==> config.mk <==
export PLATFORM = sky130hd
export DESIGN_NAME = wdt_ctrl
export DESIGN_NICKNAME = d
export VERILOG_FILES = /design/src/rtl/wdt_pkg.sv /design/src/rtl/wdt_ctrl.sv
export SDC_FILE = /design/constraint.sdc
export NUM_CORES = 1
export LEC_CHECK = 0
export ABC_AREA = 1
export BUFFER_PORTS_ARGS = -buffer_cell sky130_fd_sc_hd__buf_2
export CAP_MARGIN = 25
export CORE_ASPECT_RATIO = 1.1
export CORE_UTILIZATION = 25
export CTS_BUF_LIST = sky130_fd_sc_hd__clkbuf_2
export DETAILED_ROUTE_END_ITERATION = 7
export GPL_TIMING_DRIVEN = 0
export PLACE_DENSITY_LB_ADDON = 0.05
export SLEW_MARGIN = 20
export SYNTH_ARGS = -nofsm -noshare
export SYNTH_HDL_FRONTEND = slang
export SYNTH_SLANG_ARGS = --single-unit
==> constraint.sdc <==
create_clock -name clk -period 3.5 [get_ports clk]
set_input_delay 0.175 -clock clk [delete_from_list [all_inputs] [get_ports clk]]
set_output_delay 0.175 -clock clk [all_outputs]
set_load 0.005 [all_outputs]
==> src/rtl/wdt_pkg.sv <==
// Shared types and register offsets for the watchdog timer.
package wdt_pkg;

   typedef enum logic [1:0] {
      IDLE    = 2'd0,
      COUNT   = 2'd1,
      EXPIRED = 2'd2
   } wdt_state_e;

   localparam logic [11:0] WDT_WDEN_ADDR    = 12'h100;
   localparam logic [11:0] WDT_WDLIVE_ADDR  = 12'h200;
   localparam logic [11:0] WDT_WTOCNT_ADDR  = 12'h300;
   localparam logic [11:0] WDT_WDCNT_ADDR   = 12'h400;
   localparam logic [11:0] WDT_WDSTATE_ADDR = 12'h500;

endpackage

==> src/rtl/wdt_ctrl.sv <==
// Watchdog timer: firmware-programmed threshold, kick register and a
// fixed-length registered timeout pulse on expiry.
module wdt_ctrl
   import wdt_pkg::*;
#(
   parameter int CNT_W     = 32,
   parameter int PULSE_LEN = 4
) (
   input  logic        clk,
   input  logic        rst,
   input  logic        reg_we,
   input  logic [11:0] reg_addr,
   input  logic [31:0] reg_wdata,
   output logic [31:0] reg_rdata,
   output logic        timeout
);

   localparam int HOLD_W = (PULSE_LEN > 1) ? $clog2(PULSE_LEN) : 1;
   localparam logic [HOLD_W-1:0] HOLD_LAST = HOLD_W'(PULSE_LEN - 1);

   wdt_state_e        state;
   logic              wden;
   logic [CNT_W-1:0]  wtocnt;
   logic [CNT_W-1:0]  count;
   logic [HOLD_W-1:0] hold;

   logic wden_wr, kick, tocnt_wr, wden_eff;

   always_comb begin
      wden_wr  = reg_we && (reg_addr == WDT_WDEN_ADDR);
      kick     = reg_we && (reg_addr == WDT_WDLIVE_ADDR) && reg_wdata[0];
      tocnt_wr = reg_we && (reg_addr == WDT_WTOCNT_ADDR);
      // enable value in effect after this edge, used when the pulse ends
      wden_eff = wden_wr ? reg_wdata[0] : wden;
   end

   always_comb begin
      reg_rdata = 32'd0;
      case (reg_addr)
         WDT_WDEN_ADDR:    reg_rdata = {31'd0, wden};
         WDT_WTOCNT_ADDR:  reg_rdata = 32'(wtocnt);
         WDT_WDCNT_ADDR:   reg_rdata = 32'(count);
         WDT_WDSTATE_ADDR: reg_rdata = {30'd0, state};
         default:          reg_rdata = 32'd0;
      endcase
   end

   always_ff @(posedge clk) begin
      if (rst) begin
         state   <= IDLE;
         wden    <= 1'b0;
         wtocnt  <= '1;
         count   <= '0;
         hold    <= '0;
         timeout <= 1'b0;
      end else begin
         if (wden_wr)  wden   <= reg_wdata[0];
         if (tocnt_wr) wtocnt <= reg_wdata[CNT_W-1:0];
         case (state)
            IDLE: begin
               count   <= '0;
               hold    <= '0;
               timeout <= 1'b0;
               if (wden_wr && reg_wdata[0]) state <= COUNT;
            end
            COUNT: begin
               if (wden_wr && !reg_wdata[0]) begin
                  state <= IDLE;
                  count <= '0;
               end else if (kick) begin
                  count <= '0;
               end else if (count >= wtocnt) begin
                  // count freezes on expiry, so it can never wrap
                  state   <= EXPIRED;
                  timeout <= 1'b1;
                  hold    <= '0;
               end else begin
                  count <= count + 1'b1;
               end
            end
            EXPIRED: begin
               if (hold == HOLD_LAST) begin
                  timeout <= 1'b0;
                  count   <= '0;
                  hold    <= '0;
                  state   <= wden_eff ? COUNT : IDLE;
               end else begin
                  hold <= hold + 1'b1;
               end
            end
            default: begin
               state   <= IDLE;
               count   <= '0;
               hold    <= '0;
               timeout <= 1'b0;
            end
         endcase
      end
   end

endmodule

==> results.md <==
- Outcome: completed
- Worst IR drop on VDD: roughly 0.000091 V
- Capture point of the worst reg-to-reg path: count[28]
- DRT iter0 DRCs: 310
- Final layout net count: 1002
- Category of the most critical setup path: reg -> reg
- Total Negative Setup Slacks: 0 ns
- Worst hold slack: approximately 0.07 ns
- Data arrival, critical path: between 3 and 4 ns
- Clock Tree Root: sky130_fd_sc_hd__clkbuf_2
- R2R cell count: 11
- IO Count: 80
- Total overflow reported by the global router: 0
- Depth of the worst hold-timing path: 8
- Category of the worst setup path capture point: register
- Type of origin of the critical path: register
- Fin crit period: ~2.6 ns
- Worst reg-to-reg setup slack: approximately 0.86 ns
- Flip-flop and latch count after synthesis: 70
- Slew Viols, Final: 0
- Gp weighted congestion: around 0.92
- Number of optimization iterations in the first detailed-route pass: 6
- Most common library cell in the layout ignoring fill and taps: sky130_fd_sc_hd__nand2_1
- Detailed-route DRC error count: 0
- Final cell utilization of the core: 0.313
- Number of buffers created by CTS: 9
- Worst-skew pair later-pin latency: approximately 0.61 ns
- Area overhead of the layout relative to synthesis: 22.4%
- Worst hold start: reg_addr[9]
- Unrepaired setup endpoints after global routing: no
- Cell with the biggest individual delay on the critical path: sky130_fd_sc_hd__dfxtp_1
- Critical path, cell by cell: ha_1 -> nand2_1 -> nor2_1 -> inv_1 -> nor2_1 -> nand2_1 -> nand2_1 -> nand3_1 -> nor3_1 -> nand2_1 -> a21oi_1
- TritonCTS clock tree: built
- Top fanout value on the critical path: 8
- Global-route wire length before repair: roughly 30000 um
- Period Utilization, post-route: 0.753
- Leading cell types in the layout, fill and taps excluded: 212 x sky130_fd_sc_hd__nand2_1, 91 x sky130_fd_sc_hd__buf_2, 84 x sky130_fd_sc_hd__inv_1, 83 x sky130_fd_sc_hd__nor2_1, 82 x sky130_fd_sc_hd__nand3_1
- Worst min path class: in -> reg
- Final setup violating endpoints: 0
- HPWL reported at the end of detailed placement: 15200 um
- Critical path's largest stage delay: approximately 0.6 ns
- Worst r2r src: count[0]
- Slew at the pin closest to its max-slew limit: between 0.8 and 0.9 ns
- Placeable core region: about 0.02 mm^2
- Register clock-pin slew on the reported worst setup and hold paths: roughly 0.24 ns
- Number of nets with antenna violations after routing: 0
- Drt wl/cell: 16.4 um
- Headroom to the max-slew limit: 0.402
- Number of gates on the worst path with buffers counted: 11
- Detail-routed via count per cell: about 4.7
- Post-synthesis instance area: slightly above 0.005 mm^2
- Crit path required time: about 4.0 ns
- Die boundary width: around 140 um
- Hold path endpoint: state[0]
- Global-route usage over all layers: 0.198
- Count of buffers inserted at the top-level ports: ~80
- Number of buffers and inverters on the critical path: 1
- Number of distinct standard cells referenced by the synthesized netlist: 35
- Maximum operating frequency: approximately 380 MHz
- Net Count, Synth: 877
- Lkg Pwr: roughly 0.0027 uW
- Maximum level of the CTS H-tree: 3
- Synthesized area per cell: about 6.4 um^2
- Clock Tree Buf Depth: 2
- Share of final-layout standard cells stronger than drive strength 1: 0.156
- Die height: 151 um
- Via Count: 5488
- Largest delay share family, worst path: simple AND/OR/NAND/NOR gates
- Number of rows in the core area: 54
- Overall die area: ~0.021 mm^2
- Antenna violations before repair: 1
- Most common cell type on the critical path: sky130_fd_sc_hd__nand2_1
- Share of the yosys chip area belonging to registers: 0.276
- Routed wire length: roughly 19000 um
- Starting density of the core: 0.255
- Clock tree sinks: 70
- Post-CTS setup buffers: 0
- Skew final: around 0.043 ns
- Instance count of the mapped netlist: 796
- Count of warnings emitted by yosys: 0
- Max-cap viol count: 0
- Via count of the first global-routing pass: around 5.3k
- Power density over the cells: 209 mW/mm^2
- Final hold violation count: 0
- Pin count of the biggest net entering global routing: 12
==> layer usage <==
layer,vias to the layer above,track usage,part of all wire
met2,85,0.327,0.46
met3,22,0.0271,0.033
met1,2497,0.261,0.49
met5,-,0,0
li1,2884,-,-
met4,0,0.0685,0.020
==> worst register-to-register path: cells and delay by family (launching register included) <==
kind            cells  cell delay, ns
compound gates      1            0.11
fa+ha+maj           1            0.36
buf+inv             1            0.19
flops               1            0.60
simple gates        8            1.30
==> registers in the layout, indices dropped and copies added, names as in the netlist <==
signal	flops
count	32
hold	2
state	2
timeout	1
wden	1
wtocnt	32
==> Yosys cell counts <==
cell	number	area, um^2
sky130_fd_sc_hd__a21o_1	2	15.0
sky130_fd_sc_hd__a21oi_1	38	190
sky130_fd_sc_hd__a21oi_2	9	78.8
sky130_fd_sc_hd__buf_1	3	11.3
sky130_fd_sc_hd__buf_2	12	60.1
sky130_fd_sc_hd__buf_6	2	22.5
sky130_fd_sc_hd__buf_8	1	15.0
sky130_fd_sc_hd__clkbuf_1	18	67.6
sky130_fd_sc_hd__clkinv_1	1	3.75
sky130_fd_sc_hd__dfxtp_1	70	1400
sky130_fd_sc_hd__ha_1	34	425
sky130_fd_sc_hd__inv_1	84	315
sky130_fd_sc_hd__inv_2	2	7.51
sky130_fd_sc_hd__nand2_1	212	796
sky130_fd_sc_hd__nand2_2	12	75.1
sky130_fd_sc_hd__nand2_4	2	22.5
sky130_fd_sc_hd__nand3_1	82	410
sky130_fd_sc_hd__nand3_2	2	20.0
sky130_fd_sc_hd__nand3b_1	3	22.5
sky130_fd_sc_hd__nand4_1	5	31.3
sky130_fd_sc_hd__nor2_1	83	312
sky130_fd_sc_hd__nor2_2	5	31.3
sky130_fd_sc_hd__nor2_4	2	22.5
sky130_fd_sc_hd__nor3_1	26	130
sky130_fd_sc_hd__nor3_2	1	10.0
sky130_fd_sc_hd__o2111ai_1	1	8.76
sky130_fd_sc_hd__o211ai_1	33	248
sky130_fd_sc_hd__o21a_1	2	15.0
sky130_fd_sc_hd__o21ai_0	16	80.1
sky130_fd_sc_hd__o21ai_1	1	5.00
sky130_fd_sc_hd__o221ai_1	1	8.76
sky130_fd_sc_hd__o22ai_1	22	138
sky130_fd_sc_hd__or2_2	2	12.5
sky130_fd_sc_hd__xnor2_1	1	8.76
sky130_fd_sc_hd__xor2_1	6	52.6
==> final cells by class <==
| class | instances | area, um^2 |
|---|---|---|
| Fill cell | 2294 | 13700 |
| Multi-Input combinational cell | 603 | 3170 |
| Sequential cell | 70 | 1400 |
| Timing Repair Buffer | 114 | 746 |
| Inverter | 87 | 327 |
| Tap cell | 252 | 315 |
| Buffer | 36 | 176 |
| Clock buffer | 9 | 45.0 |
| Clock inverter | 6 | 30.0 |
| Antenna cell | 1 | 2.50 |
==> per-stage QoR <==
stage                     worst slack [ns]  area [um^2]  total power, uW  cells
final                                0.865         6210             1300   1178
after CTS                            0.916         6210             1320   1177
after floorplan                       1.70         5070              833    796
after detailed placement             0.983         5780              870   1127
after global placement               0.977         5780              870   1127
after global routing                 0.665         6210             1360   1178
==> how the worst max path moves through the flow <==
stage               start         to
2_1_floorplan  wtocnt[23]   count[1]
6_report         count[0]  count[28]
4_1_cts          count[0]  count[28]
3_5_place_dp     count[0]  count[28]
3_3_place_gp     count[0]  count[28]
5_1_grt          count[0]  count[28]
==> cell families (layout without fill, tap and decap cells) <==
family	count (synthesis)	in the layout	share of synthesized area
and+or+nand+nor	437	437	0.374
AOI/OAI and AO/OA	125	125	0.155
buffers and inverters	123	252	0.0991
DFF	70	70	0.276
adders and majority gates	34	34	0.0838
xor gates and xnor gates	7	7	0.0121
other	0	1	0
==> repair_timing <==
item | CTS | global route
hold buffers | 35 | 0
resized for setup | 0 | 0
endpoints found under the hold margin | 32 | 0
==> power by group <==
group | switching (uW) | total (uW) | internal, uW
registers | 0.0204 | 799 | 799
clock network | 334 | 415 | 81.0
logic | 36.7 | 82.7 | 46.0
(Power assumes the default switching activity.)
